===== src/rtl/line_refill_pkg.sv =====
// ---------------------------------------------------------------------------
// line_refill_pkg
// Shared types for the cache line refill controller: AHB-lite burst, transfer
// and size encodings, plus the refill FSM state enum.
// ---------------------------------------------------------------------------
package line_refill_pkg;

    typedef enum logic [2:0] {
        BURST_SINGLE = 3'b000,
        BURST_INCR   = 3'b001,
        BURST_WRAP4  = 3'b010,
        BURST_INCR4  = 3'b011,
        BURST_WRAP8  = 3'b100,
        BURST_INCR8  = 3'b101,
        BURST_WRAP16 = 3'b110,
        BURST_INCR16 = 3'b111
    } burst_types_e;

    typedef enum logic [1:0] {
        HTRANS_IDLE   = 2'b00,
        HTRANS_BUSY   = 2'b01,
        HTRANS_NONSEQ = 2'b10,
        HTRANS_SEQ    = 2'b11
    } htrans_e;

    localparam logic [2:0] HSIZE_WORD = 3'b010;

    typedef enum logic [2:0] {
        ST_IDLE  = 3'd0,
        ST_ADDR  = 3'd1,
        ST_BURST = 3'd2,
        ST_FILL  = 3'd3,
        ST_ERR   = 3'd4
    } refill_state_e;

endpackage


===== src/rtl/addr_parser.sv =====
// ---------------------------------------------------------------------------
// addr_parser
// Splits a line address (byte address with the 16-byte line offset removed)
// into cache tag and cache index.
//   line_addr  in   28      byte address bits [31:4]
//   tag        out  28-IDX_W
//   index      out  IDX_W
// ---------------------------------------------------------------------------
module addr_parser #(
    parameter int IDX_W = 9
) (
    input  logic [27:0]         line_addr,
    output logic [27-IDX_W:0]   tag,
    output logic [IDX_W-1:0]    index
);

    assign tag   = line_addr[27:IDX_W];
    assign index = line_addr[IDX_W-1:0];

endmodule


===== src/rtl/line_refill_ctrl_wrap4_addr_gen.sv =====
// ---------------------------------------------------------------------------
// wrap4_addr_gen
// Beat address for a 4-beat wrapping word burst. The burst starts at the
// critical word and wraps inside the 16-byte line.
//   base  in   28  line address (byte address bits [31:4])
//   off   in   2   word offset of the critical word
//   beat  in   2   beat number 0..3
//   addr  out  32  byte address of the beat
//   slot  out  2   word slot inside the line the beat lands in
// ---------------------------------------------------------------------------
module wrap4_addr_gen (
    input  logic [27:0] base,
    input  logic [1:0]  off,
    input  logic [1:0]  beat,
    output logic [31:0] addr,
    output logic [1:0]  slot
);

    // 2-bit add gives the mod-4 wrap for free
    assign slot = off + beat;
    assign addr = {base, slot, 2'b00};

endmodule


===== src/rtl/line_refill_ctrl.sv =====
// ---------------------------------------------------------------------------
// line_refill_ctrl
// Fetches one 4-word cache line over AHB-lite with a critical-word-first
// WRAP4 read burst. Delivers the critical word early, then the full line.
//   hclk, hrst                      clock, async active-high reset
//   miss_req, miss_addr, miss_ack   refill request / accept pulse
//   busy                            refill in progress
//   crit_valid, crit_data           critical word pulse
//   fill_valid, fill_line,
//   fill_tag, fill_index            completed line pulse
//   fill_err                        refill aborted on bus error
//   haddr..hwrite, hready,
//   hrdata, hresp                   AHB-lite master read port
//
// state  | meaning
// IDLE   | waiting for miss_req
// ADDR   | beat 0 address phase (NONSEQ)
// BURST  | beats 1..3 address phases and outstanding data phases
// FILL   | fill_valid pulse, line complete
// ERR    | fill_err pulse after an error response
// ---------------------------------------------------------------------------
module line_refill_ctrl
    import line_refill_pkg::*;
#(
    parameter  int CACHE_SIZE = 8192,
    parameter  int CACHE_LINE = 128,
    localparam int IDX_W      = $clog2(CACHE_SIZE * 8 / CACHE_LINE),
    localparam int TAG_W      = 32 - IDX_W - 4
) (
    input  logic                  hclk,
    input  logic                  hrst,
    input  logic                  miss_req,
    input  logic [31:0]           miss_addr,
    output logic                  miss_ack,
    output logic                  busy,
    output logic                  crit_valid,
    output logic [31:0]           crit_data,
    output logic                  fill_valid,
    output logic [CACHE_LINE-1:0] fill_line,
    output logic [TAG_W-1:0]      fill_tag,
    output logic [IDX_W-1:0]      fill_index,
    output logic                  fill_err,
    output logic [31:0]           haddr,
    output logic [1:0]            htrans,
    output logic [2:0]            hburst,
    output logic [2:0]            hsize,
    output logic                  hwrite,
    input  logic                  hready,
    input  logic [31:0]           hrdata,
    input  logic                  hresp
);

    refill_state_e         state_q, state_d;
    htrans_e               htrans_q, htrans_d;
    logic [31:0]           haddr_q, haddr_d;
    logic [27:0]           line_addr_q, line_addr_d;
    logic [1:0]            off_q, off_d;
    logic [1:0]            addr_beat_q, addr_beat_d;
    logic [1:0]            data_beat_q, data_beat_d;
    logic                  dphase_q, dphase_d;
    logic [CACHE_LINE-1:0] line_q, line_d;
    logic                  crit_valid_q, crit_valid_d;
    logic [31:0]           crit_data_q, crit_data_d;
    logic                  fill_valid_q, fill_valid_d;
    logic                  fill_err_q, fill_err_d;

    logic                  idle;
    logic [27:0]           gen_base;
    logic [1:0]            gen_off;
    logic [1:0]            gen_beat;
    logic [31:0]           next_addr;
    logic [1:0]            unused_next_slot;
    logic [31:0]           unused_data_addr;
    logic [1:0]            data_slot;
    logic                  unused_addr_bits;

    assign idle             = (state_q == ST_IDLE);
    assign unused_addr_bits = ^miss_addr[1:0];

    // In IDLE the generator looks at the incoming request so beat 0 can be
    // registered onto haddr at the accept edge.
    assign gen_base = idle ? miss_addr[31:4] : line_addr_q;
    assign gen_off  = idle ? miss_addr[3:2]  : off_q;
    assign gen_beat = idle ? 2'd0            : addr_beat_q + 2'd1;

    wrap4_addr_gen u_addr_gen (
        .base (gen_base),
        .off  (gen_off),
        .beat (gen_beat),
        .addr (next_addr),
        .slot (unused_next_slot)
    );

    wrap4_addr_gen u_slot_gen (
        .base (line_addr_q),
        .off  (off_q),
        .beat (data_beat_q),
        .addr (unused_data_addr),
        .slot (data_slot)
    );

    addr_parser #(.IDX_W(IDX_W)) u_addr_parser (
        .line_addr (line_addr_q),
        .tag       (fill_tag),
        .index     (fill_index)
    );

    always_comb begin
        state_d      = state_q;
        htrans_d     = htrans_q;
        haddr_d      = haddr_q;
        line_addr_d  = line_addr_q;
        off_d        = off_q;
        addr_beat_d  = addr_beat_q;
        data_beat_d  = data_beat_q;
        dphase_d     = dphase_q;
        line_d       = line_q;
        crit_valid_d = 1'b0;
        crit_data_d  = crit_data_q;
        fill_valid_d = 1'b0;
        fill_err_d   = 1'b0;

        unique case (state_q)
            ST_IDLE: begin
                if (miss_req) begin
                    line_addr_d = miss_addr[31:4];
                    off_d       = miss_addr[3:2];
                    haddr_d     = next_addr;
                    htrans_d    = HTRANS_NONSEQ;
                    addr_beat_d = 2'd0;
                    data_beat_d = 2'd0;
                    dphase_d    = 1'b0;
                    state_d     = ST_ADDR;
                end
            end

            ST_ADDR, ST_BURST: begin
                // First cycle of a two-cycle error response: drop the burst
                if (dphase_q && hresp && !hready) begin
                    htrans_d = HTRANS_IDLE;
                    dphase_d = 1'b0;
                    fill_err_d = 1'b1;
                    state_d  = ST_ERR;
                end else if (hready) begin
                    if (dphase_q) begin
                        line_d[32*int'(data_slot) +: 32] = hrdata;
                        data_beat_d = data_beat_q + 2'd1;
                        if (data_beat_q == 2'd0) begin
                            crit_valid_d = 1'b1;
                            crit_data_d  = hrdata;
                        end
                        if (data_beat_q == 2'd3) begin
                            fill_valid_d = 1'b1;
                            state_d      = ST_FILL;
                        end
                    end
                    if (htrans_q != HTRANS_IDLE) begin
                        dphase_d = 1'b1;
                        if (addr_beat_q == 2'd3) begin
                            htrans_d = HTRANS_IDLE;
                        end else begin
                            addr_beat_d = addr_beat_q + 2'd1;
                            haddr_d     = next_addr;
                            htrans_d    = HTRANS_SEQ;
                        end
                        if (state_q == ST_ADDR) begin
                            state_d = ST_BURST;
                        end
                    end else begin
                        dphase_d = 1'b0;
                    end
                end
            end

            ST_FILL: state_d = ST_IDLE;

            ST_ERR: state_d = ST_IDLE;

            default: state_d = ST_IDLE;
        endcase
    end

    always_ff @(posedge hclk or posedge hrst) begin
        if (hrst) begin
            state_q      <= ST_IDLE;
            htrans_q     <= HTRANS_IDLE;
            haddr_q      <= 32'd0;
            line_addr_q  <= 28'd0;
            off_q        <= 2'd0;
            addr_beat_q  <= 2'd0;
            data_beat_q  <= 2'd0;
            dphase_q     <= 1'b0;
            line_q       <= '0;
            crit_valid_q <= 1'b0;
            crit_data_q  <= 32'd0;
            fill_valid_q <= 1'b0;
            fill_err_q   <= 1'b0;
        end else begin
            state_q      <= state_d;
            htrans_q     <= htrans_d;
            haddr_q      <= haddr_d;
            line_addr_q  <= line_addr_d;
            off_q        <= off_d;
            addr_beat_q  <= addr_beat_d;
            data_beat_q  <= data_beat_d;
            dphase_q     <= dphase_d;
            line_q       <= line_d;
            crit_valid_q <= crit_valid_d;
            crit_data_q  <= crit_data_d;
            fill_valid_q <= fill_valid_d;
            fill_err_q   <= fill_err_d;
        end
    end

    // Ack is a decode of the current state; gated so nothing is accepted
    // while reset is held.
    assign miss_ack   = idle && miss_req && !hrst;
    assign busy       = !idle;
    assign crit_valid = crit_valid_q;
    assign crit_data  = crit_data_q;
    assign fill_valid = fill_valid_q;
    assign fill_line  = line_q;
    assign fill_err   = fill_err_q;
    assign haddr      = haddr_q;
    assign htrans     = htrans_q;
    assign hburst     = BURST_WRAP4;
    assign hsize      = HSIZE_WORD;
    assign hwrite     = 1'b0;

endmodule


===== config.mk =====
export PLATFORM = sky130hd
export DESIGN_NAME = line_refill_ctrl
export DESIGN_NICKNAME = d
export VERILOG_FILES = /design/src/rtl/line_refill_pkg.sv /design/src/rtl/addr_parser.sv /design/src/rtl/line_refill_ctrl_wrap4_addr_gen.sv /design/src/rtl/line_refill_ctrl.sv
export SDC_FILE = /design/constraint.sdc
export NUM_CORES = 1
export LEC_CHECK = 0
export ABC_AREA = 1
export CELL_PAD_IN_SITES_DETAIL_PLACEMENT = 1
export CELL_PAD_IN_SITES_GLOBAL_PLACEMENT = 2
export CORE_ASPECT_RATIO = 1.5
export CORE_MARGIN = 1
export CORE_UTILIZATION = 29
export CTS_CLUSTER_SIZE = 14
export DETAILED_ROUTE_END_ITERATION = 12
export GPL_ROUTABILITY_DRIVEN = 0
export PLACE_DENSITY = 0.85
export SLEW_MARGIN = 20
export SYNTH_ARGS = -nofsm -noshare
export SYNTH_HDL_FRONTEND = slang
export SYNTH_SLANG_ARGS = --single-unit

===== constraint.sdc =====
create_clock -name hclk -period 21.4 [get_ports hclk]
set_clock_uncertainty 0.2 [all_clocks]
set_input_delay 2.14 -clock hclk [delete_from_list [all_inputs] [get_ports hclk]]
set_output_delay 2.14 -clock hclk [all_outputs]
set_load 0.02 [all_outputs]

After elaboration in Yosys (flattened, before gate mapping)
Cells that the tools add are included.

Add/sub/neg operators: 5. Eq/ne operators: 12. Shift operators: 2. Muxes and demuxes: 51. Bitwise logic cells: 1. Reduce and logical (&&, ||, !) cells: 20.

Operators by type and width (number): 2-to-1 mux 32 bit (5); bitwise mux 128 bit (1); variable shift 32 x 33 -> 128 bit, first input constant (1); variable part select 32 x 33 -> 128 bit (1); one-hot mux 32 bit (2 select lines) (1); negation 7 -> 33 bit (1); 2-to-1 mux 2 bit (15); 2-to-1 mux 28 bit (1); 2-to-1 mux 3 bit (7); 2-to-1 mux 1 bit (16); != test 2 bit, second input constant (6); one-hot mux 2 bit (2 select lines) (3); AND reduction 5 bit (2); AND reduction 4 bit (2); != test 3 bit, second input constant (2); one-hot mux 3 bit (2 select lines) (1); AND reduction 6 bit (1); adder 2 x 1 -> 2 bit, second input constant (2); adder 2 bit (2); == test 2 bit, second input constant (2); logical AND 1 bit (4); AND reduction 2 bit (2); nonzero test 2 bit (2); == test 3 x 1 -> 1 bit, second input constant (1); 8 further kinds (10).

Register bits after elaboration: 235. Input port bits: 69. Output and inout bits: 234. Word-level logic and storage cells: 104.

Logic depth before layout (Yosys ltp)
Gate-level depths: netlist of run 1.

Word-level depth: 8. Gate-level depth with buffers: 11. Gate-level depth less buffers: 10.

Hierarchy
Synthesis of run 1 repeated with hierarchy kept, for this count alone.

Cells, all modules: 1327. Area, all modules: 11040.6 µm².

Modules (own cells, without submodules): line_refill_ctrl (times used 1, cells each 1213, area each 10247.3 µm², seq. area each 5880.6 µm²); wrap4_addr_gen (times used 2, cells each 43, area each 291.5 µm², seq. area each 0.0 µm²); addr_parser (times used 1, cells each 28, area each 210.2 µm², seq. area each 0.0 µm²).

Worst setup path after synthesis of run 1
Ideal clock, no wire load.

Path type: input to output. Start point: input port miss_req. End point: output port miss_ack. Data arrival time: 2.733 ns. Data required time: 19.060 ns. Setup slack: 16.327 ns. Cell stages on the path: 3. Path buffers: 1. Cell sequence: nand2_1 clkbuf_1 nor2_1.

Longest elaborated chain between the ends: 2.

Ends and longest elaborated chain: start: declaration (RTL line line_refill_ctrl.sv:32) `input logic miss_req,`; logical AND 1 bit (2 in a row) (RTL line line_refill_ctrl.sv:217) `assign miss_ack = idle && miss_req && !hrst;`; end: declaration (RTL line line_refill_ctrl.sv:34) `output logic miss_ack,`.

No other way between the ends.

Final worst setup path of run 1
Same ends and word-level chain as after synthesis.

==> results.json, run 1 <==
{
  "outcome": "complete, no violations",
  "route.final.wire_length_mm": 37.2,
  "syn-cell-area_sq_um": 10400,
  "grt_setup_unrepaired": "false",
  "synth.distinct_cells": 26,
  "final_min_period_over_clock_period_pct": 27.6,
  "floorplan.io_pins": 303,
  "wire_length_of_the_first_global_routing_pass_mm": 58.4,
  "hold_viol_final": 0,
  "clock_slew_at_reported_path_ffs_ps": 60,
  "synth_largest_area_cell": "sky130_fd_sc_hd__dfrtp_1",
  "drc": 0,
  "max_stage_delay_ps": 620,
  "die_height_microns": 234,
  "worstHoldPathType": "reg2reg",
  "clkSinkCount": 233,
  "ff2ff_path_depth": 9,
  "crit_required_ps": 19060,
  "detailed_place_hpwl_mm": 25.4,
  "grt_usage_pct": 20.6,
  "syn_inst": 1241,
  "cts_tree": "yes",
  "setup_viol_count_final": 0,
  "cts_hold_buf": 0,
  "clock_insertion_delay_worst_skew_ps": 530,
  "critical_path.most_common_cell": "sky130_fd_sc_hd__clkdlybuf4s50_1",
  "floorplan.die.width_microns": 156,
  "total_power_mw": 2.44,
  "first_pass_iters": 4,
  "worst_ep_arrival_time_ps": 3570,
  "site_rows": 84,
  "die_area_sq_um": 36500,
  "timing.critical_path.fanout_max": 2,
  "n_antenna_cell": 0,
  "routed_via_density": 4.78,
  "post-synth-top-area-fraction_pct": 56.3,
  "grt_start_max_net_pins": 115,
  "wl_per_cell_microns": 18.8,
  "initial_utilization_pct": 29.5,
  "design.final.nets": 1566,
  "synth.avg_cell_area_sq_um": 8.35,
  "max_cap_violations": 0,
  "h-tree-depth": 1,
  "layout.cells.most_common_list": "sky130_fd_sc_hd__nand2_1, sky130_fd_sc_hd__clkdlybuf4s50_1, sky130_fd_sc_hd__dfrtp_1, sky130_fd_sc_hd__o21ai_0, sky130_fd_sc_hd__nand3_1",
  "cts-root-to-sink-buffers": 3,
  "antenna_violations_before_repair": 0,
  "min_delay_path_depth": 2,
  "critPathLaunchType": "input pin",
  "synth_seq_area_share_pct": 56.3,
  "root_buffer": "sky130_fd_sc_hd__clkbuf_16",
  "fp.coreArea_sq_um": 35100,
  "critical_path_class": "in2out",
  "synth-warning-count": 0,
  "vias_after_detailed_routing": 9454,
  "worst_slew_pin_slew_ps": 1090,
  "relSlewSlack_pct": 27.0,
  "first_global_vias": 10101,
  "portBuffers": 291,
  "global_route.overflow_total": 0,
  "cts_made_buffers": 25,
  "ant_nets_after_route": 0,
  "power-per-cell-area_nw_per_um2": 169,
  "critical_path_depth": 4,
  "endpoint_kind": "output pin",
  "area.growth.synth_to_final_pct": 39.4,
  "period_minus_slack_ps": 5910,
  "post-cts-setup-buffer-count": 0,
  "layout_commonest_cell": "sky130_fd_sc_hd__nand2_1",
  "post_cts_resized": 0,
  "post_route_cells_drive_above_1_share_pct": 5.05,
  "path_buf_inv": 2,
  "yosys_register_bits": 233,
  "fmax_mhz": 169,
  "worst_ir_drop_vdd_v": 0.000109,
  "cp_top_family": "buffers and inverters",
  "crit_slowest_cell": "sky130_fd_sc_hd__clkdlybuf4s50_1",
  "synthTopCellsByArea": "sky130_fd_sc_hd__dfrtp_1, sky130_fd_sc_hd__nand2_1, sky130_fd_sc_hd__o21ai_0",
  "crit_path_cell_trace": "clkdlybuf4s50_1 -> nand2_1 -> nor2_1 -> clkdlybuf4s50_1",
  "drtIter0Drc": 342,
  "leakage_nw": 7.15,
  "setup-tns-final_ps": 0,
  "max_slew_violation_total_from_the_final_report": 0
}
## worst min-delay path: stages (launching register included)
cell and delay, ps:
sky130_fd_sc_hd__dfrtp_1 350, sky130_fd_sc_hd__nand2_1 50, sky130_fd_sc_hd__nand2_1 50
## path summary, 6_finish.rpt
check | from | end | slack [ps]
min reg2reg | haddr[14] | haddr[14] | 280
max in group asynchronous | hrst | fill_line[115] | 16720
min | haddr[14] | haddr[14] | 280
max reg2reg | off_q[0] | fill_line[35] | 17660
max | miss_req | miss_ack | 15490
min in group asynchronous | hrst | line_addr_q[19] | 2080
## registers in the layout, indices dropped and copies added (netlist names)
signal       cells
fill_err         1
off_q            2
haddr           30
fill_valid       1
line_addr_q     28
addr_beat_q      2
state_q          3
data_beat_q      2
fill_line      128
crit_data       32
htrans           2
crit_valid       1
dphase_q         1
## synthesized netlist by cell type
cell type                    n
sky130_fd_sc_hd__dfrtp_1   233
sky130_fd_sc_hd__nand3_1   136
sky130_fd_sc_hd__o21ai_1    17
sky130_fd_sc_hd__buf_6       7
sky130_fd_sc_hd__nor2_2      1
sky130_fd_sc_hd__nor3_1     33
sky130_fd_sc_hd__inv_1      90
sky130_fd_sc_hd__clkbuf_2    1
sky130_fd_sc_hd__clkbuf_1   56
sky130_fd_sc_hd__ha_1       10
sky130_fd_sc_hd__o21ai_0   206
sky130_fd_sc_hd__nor2_4      1
sky130_fd_sc_hd__conb_1      2
sky130_fd_sc_hd__nand3b_1    1
sky130_fd_sc_hd__nand2_2     2
sky130_fd_sc_hd__buf_1       1
sky130_fd_sc_hd__xnor2_1     1
sky130_fd_sc_hd__buf_4      10
sky130_fd_sc_hd__a21oi_1     6
sky130_fd_sc_hd__nand3_2     1
sky130_fd_sc_hd__or2_2       1
sky130_fd_sc_hd__buf_2      21
sky130_fd_sc_hd__nand2_1   349
sky130_fd_sc_hd__nor2_1     49
sky130_fd_sc_hd__inv_2       3
sky130_fd_sc_hd__xor2_1      3
## power breakdown
group	switching [mW]	internal, mW	total (mW)
sequential	0.104	0.601	0.705
clock	0.183	0.275	0.458
combinational	0.846	0.429	1.27
## cell families after synthesis
family,Yosys count,share of synthesized area [%]
compound gates,229,11.1
buf+inv,189,7.98
xor+xnor,4,0.338
flops,233,56.3
other cells,2,0.0725
fa+ha+maj,10,1.21
simple gates,574,23.1
## per-stage QoR
step | instances | hold WS, ps | area (sq um) | utilization [%] | setup slack, ps
after floorplan | 1248 | 257 | 10400 | - | 12670
after global placement | 1933 | 263 | 13600 | 38.7 | 15460
after detailed placement | 1933 | 269 | 13600 | 38.7 | 15470
after CTS | 1978 | 289 | 14500 | 41.2 | 15450
after global routing | 1978 | 315 | 14500 | 41.2 | 15430
final | 1978 | 283 | 14500 | 41.2 | 15490
## layout make-up
class                   count  area [sq um]
clock buffers              36           737
fillers                  4167         20600
flip-flops and latches    233          5830
inverters                  93           357
repair buffers            308          3040
well taps                 473           592
multi-input cells         826          3770
clock inverters             9           126
## layer usage
metal	track usage [%]	wire length, microns
met5	0	0
met4	6.07	929
met2	37.2	18900
met1	23.8	14700
met3	5.16	2640
Power figures use the tool's default switching activity.
==> run 2: changes to the inputs <==
CORE_UTILIZATION = 27   (was 29)
PLACE_DENSITY = 0.8   (was 0.85)
clock period = 5.5 ns   (was 21.4 ns; I/O delays follow)
==> run 2 against run 1 <==
Clock-buffer cell count shrank 1; clock power grew to 3.8 times the previous value; critical path depth grew 6; sequential cell count is the same; register-to-register slack lost 16000 ps; utilization shrank 2.8 points; combinational power grew to 3.9 times the previous value.
==> results.json, run 2 (synthesis results as in run 1) <==
{
  "h-tree-depth": 1,
  "ff2ff_path_depth": 10,
  "ant_nets_after_route": 0,
  "floorplan.die.width_microns": 162,
  "clock_slew_at_reported_path_ffs_ps": 60,
  "grt_start_max_net_pins": 123,
  "clkPwrFrac_pct": 18.5,
  "floorplan.io_pins": 303,
  "first_pass_iters": 5,
  "detailed_place_hpwl_mm": 25.1,
  "clkSinkCount": 233,
  "crit_required_ps": 5770,
  "worst_slew_pin_slew_ps": 1060,
  "worst_ep_arrival_time_ps": 4070,
  "post_cts_resized": 0,
  "max_slew_violation_total_from_the_final_report": 0,
  "final_min_period_over_clock_period_pct": 69.0,
  "hold-worst-slack_ps": 282,
  "period_minus_slack_ps": 3800,
  "die_area_sq_um": 39200,
  "wire_length_of_the_first_global_routing_pass_mm": 58.4,
  "sw_frac_of_total_pct": 46.7,
  "post_route_cells_drive_above_1_share_pct": 5.32,
  "layout.cells.most_common_list": "sky130_fd_sc_hd__nand2_1, sky130_fd_sc_hd__clkdlybuf4s50_1, sky130_fd_sc_hd__dfrtp_1, sky130_fd_sc_hd__o21ai_0, sky130_fd_sc_hd__nand3_1",
  "critical_path_class": "reg2reg",
  "power-per-cell-area_nw_per_um2": 654,
  "final_core_utilization_pct": 38.4,
  "die_height_microns": 242,
  "cts_hold_buf": 0,
  "post-place-ws_ps": 1690,
  "max_cap_violations": 0,
  "internal_power_mw": 5.04,
  "min_delay_path_depth": 2,
  "initial_utilization_pct": 27.5,
  "relSlewSlack_pct": 29.3,
  "area.growth.synth_to_final_pct": 39.6,
  "fp.coreArea_sq_um": 37700,
  "pwr-share-comb_pct": 52.8,
  "wl_per_cell_microns": 18.8,
  "antenna_violations_before_repair": 0,
  "setup-tns-final_ps": 0,
  "timing.critical_path.fanout_max": 35,
  "grt_usage_pct": 19.1,
  "crit-reg2reg-launch": "off_q[0]",
  "layout_commonest_cell": "sky130_fd_sc_hd__nand2_1",
  "power_frac_seq_pct": 28.8,
  "hp-start": "haddr[19]",
  "numPlacedInstances": 1950,
  "grt_setup_unrepaired": "false",
  "worstHoldPathType": "reg2reg",
  "drtIter0Drc": 455,
  "dpl-instance-area_sq_um": 13600,
  "post-route-cell-area_sq_um": 14500,
  "n_antenna_cell": 0,
  "fmax_mhz": 263,
  "leakage_nw": 7.16,
  "cts_made_buffers": 25,
  "root_buffer": "sky130_fd_sc_hd__clkbuf_16",
  "site_rows": 87,
  "post-cts-setup-buffer-count": 0,
  "cts-root-to-sink-buffers": 3,
  "route.final.wire_length_mm": 37.4,
  "first_global_vias": 9831,
  "cts_tree": "yes",
  "netSwitchingPower_mw": 4.42,
  "setup.worst_path.start": "off_q[0]",
  "outcome": "complete, no violations",
  "endpoint_kind": "flop",
  "hold_viol_final": 0,
  "finalNonFillerCells": 1993,
  "total_power_mw": 9.47,
  "routed_via_density": 4.75,
  "setup_viol_count_final": 0,
  "clock_insertion_delay_worst_skew_ps": 540,
  "max_reg_flops": 128,
  "drc": 0,
  "worst_setup_slack_final_ps": 1700,
  "portBuffers": 291,
  "design.final.nets": 1567,
  "critPathLaunchType": "flop",
  "worst_ir_drop_vdd_v": 0.000426,
  "global_route.overflow_total": 0,
  "vias_after_detailed_routing": 9476
}
## run 2: cell count changes in the layout (fill, tap and decap cells not counted), sizes merged
cell	previous run	this run
clkinv	6	5
clkbuf	36	35
bufinv	3	2
inv	92	93
buf	17	18
## run 2: worst max-delay path, stage by stage (launching register included)
cell and delay (ps):
sky130_fd_sc_hd__dfrtp_1 410, sky130_fd_sc_hd__ha_1 390, sky130_fd_sc_hd__inv_1 340, sky130_fd_sc_hd__buf_4 400, sky130_fd_sc_hd__ha_1 180, sky130_fd_sc_hd__buf_4 380
sky130_fd_sc_hd__nand2_1 120, sky130_fd_sc_hd__nor2_2 650, sky130_fd_sc_hd__buf_4 420, sky130_fd_sc_hd__nand3_1 130, sky130_fd_sc_hd__nand2_1 80
## run 2: final timing paths
| path | end | slack (ps) |
|---|---|---|
| hold reg to reg | haddr[19] | 280 |
| max in group asynchronous | fill_line[55] | 3590 |
| hold / removal | haddr[19] | 280 |
| setup / recovery | fill_line[18] | 1700 |
| setup reg to reg | fill_line[18] | 1700 |
| min in group asynchronous | line_addr_q[22] | 350 |
## run 2: cell type report
class	instances	area, sq um
timing repair buffer	309	3070
tap	489	612
inverter	93	353
clock buffer	35	743
sequential	233	5830
clock inverter	8	93.8
multi-input combinational	826	3770
fill	4450	23200
## run 2: power by group through the flow
| stage | registers (mW) | logic, mW | clock network (mW) |
|---|---|---|---|
| 5_1_grt | 2.80 | 5.46 | 1.87 |
| 2_1_floorplan | 3.41 | 2.09 | 0 |
| 6_report | 2.72 | 5.00 | 1.75 |
| 3_5_place_dp | 2.75 | 5.06 | 0 |
| 4_1_cts | 2.73 | 5.09 | 1.82 |
| 3_3_place_gp | 2.73 | 4.99 | 0 |
## run 2: per-layer routing
layer,up-vias,wire length (microns),GRT usage [%],part of all wire [%]
met5,-,0,0,0
met4,0,1050,6.05,2.8
met3,43,2160,3.49,5.8
met2,274,18900,33.8,51
met1,4686,15300,23.1,41
li1,4473,-,-,-
